### src/rtl/riscv_pkg.sv
// Shared RISC-V pipeline types and scoreboard sizing constants.
// Both the register scoreboard and its bench import these definitions.
package riscv_pkg;

  typedef logic [4:0] reg_addr_t;

  localparam int NUM_REGS    = 32;
  localparam int SB_CNT_W    = 3;

  typedef logic [SB_CNT_W-1:0] sb_count_t;

  localparam sb_count_t SB_MAX_OUTSTANDING = sb_count_t'(4);

  // Single-bit mask selecting register r, used for busy-bit set and clear.
  function automatic logic [NUM_REGS-1:0] regMask(input reg_addr_t r);
    return {{(NUM_REGS-1){1'b0}}, 1'b1} << r;
  endfunction

endpackage

### src/rtl/reg_scoreboard.sv
// Register scoreboard: tracks long-latency destination registers and stalls
// issue on RAW/WAW hazards or when the outstanding-write table is full.
module reg_scoreboard
  import riscv_pkg::*;
(
  input  logic        clk,
  input  logic        rst,
  input  logic        issue_valid,
  input  reg_addr_t   issue_rs1,
  input  reg_addr_t   issue_rs2,
  input  reg_addr_t   issue_rd,
  input  logic        issue_reg_write,
  input  logic        issue_long,
  output logic        issue_ready,
  input  logic        wb_valid,
  input  reg_addr_t   wb_rd,
  output logic [31:0] busy_vec,
  output logic [2:0]  outstanding,
  output logic        wb_err
);

  logic [NUM_REGS-1:0] r_busyVec;
  sb_count_t           r_outstanding;
  logic                r_wbErr;

  logic                w_retire;
  logic [NUM_REGS-1:0] w_clrMask;
  logic [NUM_REGS-1:0] w_setMask;
  logic [NUM_REGS-1:0] w_effBusy;
  logic                w_raw;
  logic                w_waw;
  logic                w_full;
  logic                w_ready;
  logic                w_set;
  logic [NUM_REGS-1:0] w_busyNext;
  sb_count_t           w_outNext;
  logic                w_errNext;

  // A retiring writeback hides its register from the hazard check because
  // the forwarding path delivers the value in the same cycle.
  always_comb begin
    w_retire   = wb_valid && (wb_rd != '0) && r_busyVec[wb_rd];
    w_clrMask  = w_retire ? regMask(wb_rd) : '0;
    w_effBusy  = r_busyVec & ~w_clrMask;
    w_raw      = ((issue_rs1 != '0) && w_effBusy[issue_rs1]) ||
                 ((issue_rs2 != '0) && w_effBusy[issue_rs2]);
    w_waw      = issue_reg_write && (issue_rd != '0) && w_effBusy[issue_rd];
    w_full     = issue_long && (r_outstanding == SB_MAX_OUTSTANDING) && !w_retire;
    w_ready    = !issue_valid || !(w_raw || w_waw || w_full);
    w_set      = issue_valid && w_ready && issue_long && issue_reg_write &&
                 (issue_rd != '0);
    w_setMask  = w_set ? regMask(issue_rd) : '0;
    w_busyNext = ((r_busyVec & ~w_clrMask) | w_setMask) & ~regMask('0);
    w_outNext  = r_outstanding;
    if (w_set && !w_retire) begin
      w_outNext = r_outstanding + sb_count_t'(1);
    end else if (!w_set && w_retire) begin
      w_outNext = r_outstanding - sb_count_t'(1);
    end
    w_errNext  = r_wbErr || (wb_valid && !w_retire);
  end

  always_ff @(posedge clk) begin
    if (rst) begin
      r_busyVec     <= '0;
      r_outstanding <= '0;
      r_wbErr       <= 1'b0;
    end else begin
      r_busyVec     <= w_busyNext;
      r_outstanding <= w_outNext;
      r_wbErr       <= w_errNext;
    end
  end

  assign issue_ready = w_ready;
  assign busy_vec    = r_busyVec;
  assign outstanding = r_outstanding;
  assign wb_err      = r_wbErr;

endmodule
### config.mk
export PLATFORM = sky130hd
export DESIGN_NAME = reg_scoreboard
export DESIGN_NICKNAME = d
export VERILOG_FILES = /design/src/rtl/riscv_pkg.sv /design/src/rtl/reg_scoreboard.sv
export SDC_FILE = /design/constraint.sdc
export NUM_CORES = 1
export LEC_CHECK = 0
export BUFFER_PORTS_ARGS = -buffer_cell sky130_fd_sc_hd__buf_2
export CAP_MARGIN = 20
export CORE_UTILIZATION = 31
export DETAILED_ROUTE_END_ITERATION = 16
export GPL_ROUTABILITY_DRIVEN = 0
export PLACE_DENSITY = 0.61
export SYNTH_ARGS = -nofsm -noshare
export SYNTH_HDL_FRONTEND = slang
export SYNTH_SLANG_ARGS = --single-unit
### constraint.sdc
create_clock -name clk -period 11.9 [get_ports clk]
set_input_delay 1.785 -clock clk [delete_from_list [all_inputs] [get_ports clk]]
set_output_delay 1.785 -clock clk [all_outputs]
set_load 0.005 [all_outputs]
==> flow_summary_export.csv, run 1 <==
group,metric,value,unit
grt,grt_pass1_vias,3980,
floorplanning,dieArea,0.0118,mm2
timing,final_hold_viol_count,0,
place,post_dp_cell_area,0.00381,mm2
routing,drcViolationCount,0,
min_path,hp-class,"reg2reg",
cts,cts_buffers,5,
final_layout,stdcell_count,631,
timing,fmax,136,MHz
cts,clk_path_buf_depth,2,
final_layout,final_area,0.00395,mm2
yosys,syn_inst,463,
run,max_cap_violations,0,
timing,period_needed,7.38,ns
grt,antenna_found_initial,0,
pwr,powerDensity,83.3,mW/mm2
setup_path,timing_worst_setup_path_type,"in2out",
routing,viasPerCell,6.58,
timing,slew_viol_final,0,
yosys,ys_ff_latch,35,
routing,ant_nets,0,
setup_path,cp.arrival,5.59,ns
cts,h-tree-depth,2,
timing,finalWorstSetupSlack,4.52,ns
cts,path_clk_slew,0.05,ns
final_layout,syn2layout_area_growth,12.4,%
setup_path,critical-path-max-stage-delay,0.83,ns
run_status,run_status,"finished, final reports clean",
place,port_buffers,61,
setup_path,endpoint_kind,"output pin",
timing,slew_headroom,30.7,%
yosys,netlist_area,0.00351,mm2
floorplanning,io_pins,63,
floorplanning,dieHeight,108,um
setup_path,startpoint_type,"input port",
place,dpl_worst_slack,4.64,ns
setup_path,crit_buf_inv,2,
routing,wl,14000,um
routing,wl_per_cell,22.2,um
floorplanning,die_w,108,um
cts,cts_resized,0,
yosys,ys.flop_type,"dfxtp_1",
cts,cts_sinks,35,
pwr,cellLeakagePower,1.44,nW
grt,grt_max_degree,34,
pwr,total_power,0.329,mW
yosys,synth_nets,491,
place,dp_hpwl,10500,um
routing,vias,4150,
setup_path,path_max_fanout,33,
timing,fin_tns_setup,0,ns
yosys,synth_edf_count,0,
grt,overflow,0,
place,dp.cells,624,
yosys,synth-async-reset-ratio,0,%
setup_path,worstPathCellList,"buf_2 > mux2i_1 > a32oi_1 > a31oi_1 > o221ai_1 > a21oi_1 > a211oi_1 > nand3_2 > o21ai_0 > buf_2",
pwr,ir_worst_vdd,54.8,uV
floorplanning,start_util,32.1,%
yosys,yosys_warnings,0,
cts,cts_tree,"built",
floorplanning,core_area,0.0109,mm2
cts,clock_latency,0.28,ns
grt,globalRouteTotalUtil,24.4,%
grt,grt_pass1_wl,22100,um
timing,timing.hold.ws,0.486,ns
cts,postCtsHoldBufs,0,
yosys,avgSynthCellArea,7.59,um2
final_layout,drive_above_1_share,18.9,%
setup_path,critPathTopFamily,"compound AO/OA/AOI/OAI gates",
setup_path,crit_top_cell,"buf_2",
setup_path,worstPathRequired,10.12,ns
final_layout,nFillCells,1191,
routing,drtIter0Drc,591,
timing,rsz0062_at_grt,"false",
timing,tightest_slew,1.04,ns
final_layout,antenna_cells,0,
timing,setup_viol,0,
floorplanning,rows,38,
routing,firstDrtPassIters,6,
final_layout,nets,519,
final_layout,post-route-util,36.1,%
setup_path,critical_path.slowest_cell,"a32oi_1",
yosys,yosysSeqAreaShare,19.9,%
yosys,ys_types,74,
timing,post-route-period-util,62.0,%
cts,cts_root_buffer,"clkbuf_16",
timing,skew,0.00248,ns
cts,postCtsSetupBuffers,0,
synthesized netlist by cell type, types with 4 or more instances:
cell type / instances / share of area (%)
o21ai_0: 26 / 3.7
nand3_1: 8 / 1.1
nor3_1: 10 / 1.4
dfxtp_1: 35 / 20
a21oi_1: 10 / 1.4
o21ai_1: 4 / 0.57
nor2_1: 36 / 3.8
nor2b_1: 10 / 1.8
o2111ai_1: 4 / 1.0
a311oi_1: 10 / 2.5
buf_2: 6 / 0.85
o31ai_1: 5 / 1.1
nor4_1: 4 / 0.71
mux2_2: 6 / 1.9
o22ai_1: 17 / 3.0
a211oi_1: 6 / 1.3
mux2i_1: 27 / 7.7
buf_4: 4 / 0.85
o211ai_1: 15 / 3.2
clkbuf_1: 27 / 2.9
xor2_1: 6 / 1.5
a31oi_1: 9 / 1.6
inv_1: 19 / 2.0
a22oi_1: 5 / 1.1
nand2b_1: 11 / 2.0
nand4_1: 5 / 0.89
nand2_1: 40 / 4.3
or3_1: 14 / 2.5
o41ai_2: 7 / 3.2
layout by cell type (no fill, tap or decap), drive strengths merged, types with 10 or more instances in the layout:
| master | synthesis | final |
|---|---|---|
| nor2 | 36 | 36 |
| dfxtp | 35 | 35 |
| inv | 19 | 19 |
| nand2 | 40 | 40 |
| a21oi | 10 | 10 |
| nor2b | 10 | 10 |
| buf | 15 | 63 |
| nor3 | 10 | 10 |
| o211ai | 15 | 15 |
| o22ai | 17 | 17 |
| o41ai | 10 | 10 |
| nand2b | 11 | 11 |
| a311oi | 10 | 10 |
| or3 | 14 | 14 |
| mux2i | 27 | 27 |
| o21ai | 30 | 30 |
cell families after synthesis:
| logic type | count (synthesis) | synth area share (%) |
|---|---|---|
| AND/OR/NAND/NOR | 165 | 24.8 |
| buffers and inverters | 62 | 7.90 |
| adder cells (fa/ha/maj) | 2 | 0.926 |
| XOR/XNOR | 8 | 1.99 |
| other | 1 | 0.107 |
| AO/OA/AOI/OAI | 155 | 33.4 |
| flip-flops | 35 | 19.9 |
| multiplexers | 35 | 10.9 |
routing by layer:
layer	vias to the layer above	wire length (um)	GRT usage (%)
met3	47	1850	5.61
met5	-	0	0
li1	1831	-	-
met4	0	459	9.94
met1	1946	5820	34.2
met2	326	5890	35.5
report_power, final:
group          leakage (nW)  internal, mW  switching [mW]
clock                0.0727        0.0815          0.0447
sequential            0.283         0.119         0.00255
combinational          1.08        0.0248          0.0561
total                  1.44         0.226           0.103
worst register-to-register path: cells and delay by family, from the launching register on:
kind	cells	cell delay, ns
buffers and inverters	1	0.07
adders and majority gates	2	0.61
AOI/OAI and AO/OA	6	2.03
xor gates and xnor gates	1	0.16
DFF	1	0.44
muxes	1	0.13
and+or+nand+nor	3	1.27
worst paths after layout:
kind | startpoint | end | slack [ns] | depth (start not counted)
worst min-delay path | wb_err | wb_err | 0.49 | 2
worst min register to register | wb_err | wb_err | 0.49 | 2
worst max-delay path | wb_rd[1] | issue_ready | 4.52 | 10
worst max register to register | busy_vec[12] | outstanding[2] | 7.12 | 14
flip-flops by register name, indices dropped and copies added (netlist names):
register,cells
wb_err,1
busy_vec,31
outstanding,3
area by class of cell:
cell class | instances | area [um2] | area share (%)
clock buffer | 6 | 139 | 3.51
clock inverter | 1 | 5.00 | 0.127
inverter | 20 | 75.1 | 1.90
multi-input combinational | 366 | 2540 | 64.2
sequential | 35 | 701 | 17.7
tap | 140 | 175 | 4.43
timing repair buffer | 63 | 320 | 8.11
(Power assumes the default switching activity.)
==> inputs of run 2 (changes only) <==
--- a/config.mk
+++ b/config.mk
@@ -10,7 +10,7 @@
 export CORE_UTILIZATION = 31
 export DETAILED_ROUTE_END_ITERATION = 16
 export GPL_ROUTABILITY_DRIVEN = 0
-export PLACE_DENSITY = 0.61
+export PLACE_DENSITY = 0.63
 export SYNTH_ARGS = -nofsm -noshare
 export SYNTH_HDL_FRONTEND = slang
 export SYNTH_SLANG_ARGS = --single-unit
==> constraint.sdc (replaced) <==
create_clock -name clk -period 6.33 [get_ports clk]
set_input_delay 0.9495 -clock clk [delete_from_list [all_inputs] [get_ports clk]]
set_output_delay 0.9495 -clock clk [all_outputs]
set_load 0.005 [all_outputs]
==> flow_summary_export.csv, run 2 (synthesis results as in run 1) <==
group,metric,value,unit
cts,cts_buffers,5,
timing,finalWorstSetupSlack,1.10,ns
place,dpl_worst_slack,1.02,ns
pwr,p_comb_share,24.4,%
run,max_cap_violations,0,
pwr,p_int,0.440,mW
floorplanning,dieHeight,108,um
grt,grt_pass1_vias,3889,
final_layout,most-common-layout-cells,"buf_2 (61), nand2_1 (40), nor2_1 (36)",
pwr,p_switching,0.193,mW
timing,post-route-period-util,82.7,%
setup_path,worstPathRequired,5.38,ns
timing,setup_viol,0,
timing,rsz0062_at_grt,"false",
cts,path_clk_slew,0.05,ns
setup_path,crit_buf_inv,3,
cts,postCtsHoldBufs,0,
cts,clock_latency,0.28,ns
timing,fin_tns_setup,0,ns
run_status,run_status,"finished, final reports clean",
cts,cts_resized,0,
cts,h-tree-depth,2,
pwr,ir_worst_vdd,98.1,uV
setup_path,critical-path-max-stage-delay,0.80,ns
setup_path,timing.rr.start,"busy_vec[12]",
grt,globalRouteTotalUtil,23.0,%
pwr,p_clk_share,39.4,%
timing,period_needed,5.23,ns
pwr,p_seq_share,36.2,%
setup_path,critical_path.slowest_cell,"a32oi_1",
grt,antenna_found_initial,0,
floorplanning,start_util,32.1,%
final_layout,nets,521,
place,port_buffers,61,
setup_path,cp.arrival,4.28,ns
pwr,powerDensity,159,mW/mm2
routing,vias,4164,
floorplanning,core_area,0.0109,mm2
setup_path,crit_top_cell,"buf_2",
floorplanning,io_pins,63,
final_layout,final_common_cell,"buf_2",
final_layout,largest_reg_flops,31,
timing,fmax,191,MHz
setup_path,reg2reg_depth,15,
routing,firstDrtPassIters,5,
final_layout,antenna_cells,0,
min_path,hold_path_depth,2,
routing,ant_nets,0,
routing,drtIter0Drc,467,
timing,tightest_slew,1.09,ns
setup_path,timing_worst_setup_path_type,"in2out",
timing,skew,0.00405,ns
final_layout,drive_above_1_share,19.2,%
routing,drcViolationCount,0,
cts,cts_sinks,35,
place,dp_hpwl,10200,um
setup_path,cp.depth,11,
routing,wl_per_cell,21.5,um
timing,slew_headroom,26.8,%
grt,grt_pass1_wl,21000,um
final_layout,syn2layout_area_growth,13.2,%
timing,final_hold_viol_count,0,
grt,overflow,0,
cts,cts_root_buffer,"clkbuf_16",
routing,viasPerCell,6.57,
min_path,holdCritStartpoint,"wb_err",
min_path,hp-class,"reg2reg",
routing,wl,13600,um
floorplanning,dieArea,0.0118,mm2
cts,postCtsSetupBuffers,0,
cts,clk_path_buf_depth,2,
grt,grt_max_degree,34,
timing,slew_viol_final,0,
setup_path,path_max_fanout,33,
setup_path,startpoint_type,"input port",
floorplanning,die_w,108,um
setup_path,worstPathCellList,"buf_2 > mux2i_1 > a32oi_1 > a31oi_1 > o221ai_1 > a21oi_1 > a211oi_1 > nand3_2 > buf_4 > o21ai_0 > buf_2",
setup_path,crit_path_start,"wb_rd[1]",
setup_path,critPathTopFamily,"compound AO/OA/AOI/OAI gates",
setup_path,endpoint_kind,"output pin",
floorplanning,rows,38,
setup_path,ff2ff_setup_slack,2.01,ns
pwr,cellLeakagePower,1.45,nW
pwr,p_sw_share,30.4,%
cts,cts_tree,"built",
==> run 2: cell types whose count changed in the layout (fill, tap and decap cells not counted), sizes merged <==
cell	change
clkbuf	+2
clkinv	-1
buf	+2
==> run 2: power groups by stage <==
stage,clock [mW],combinational (mW),sequential (mW)
final,0.250,0.154,0.229
after global routing,0.262,0.163,0.229
after CTS,0.253,0.148,0.229
after detailed placement,0,0.148,0.234
after global placement,0,0.148,0.233
after floorplan,0,0.110,0.233
==> run 2: layer usage <==
layer,routed length [um],global-route usage (%),vias up
met5,0,0,-
met2,5860,34.0,347
li1,-,-,1846
met3,2000,4.94,51
met1,5300,31.7,1920
met4,484,10.2,0
==> run 2: final cells by class <==
| class | instances | area, um2 |
|---|---|---|
| fillers | 1144 | 6960 |
| clock buffers | 8 | 156 |
| flip-flops and latches | 35 | 701 |
| well taps | 140 | 175 |
| inverters | 20 | 75.1 |
| repair buffers | 65 | 335 |
| multi-input cells | 366 | 2540 |
==> run 2: metrics by stage <==
stage / util (%) / area, um2 / hold WS, ns / cells / power [mW]
2_1_floorplan: - / 3510 / 0.460 / 463 / 0.343
3_3_place_gp: 34.9 / 3810 / 0.485 / 625 / 0.382
3_5_place_dp: 34.9 / 3810 / 0.477 / 625 / 0.381
4_1_cts: 36.3 / 3970 / 0.490 / 633 / 0.630
5_1_grt: 36.4 / 3980 / 0.516 / 634 / 0.654
6_report: 36.4 / 3980 / 0.486 / 634 / 0.633
==> run 2: worst min-delay path: stages, from the launching register on <==
cell and delay, ns:
dfxtp_1 0.33, a21oi_1 0.05, nor2_1 0.07
==> run 2: final timing paths <==
path,end
worst max-delay path,issue_ready
worst min-delay path,wb_err
worst max register to register,outstanding[2]
worst min register to register,wb_err
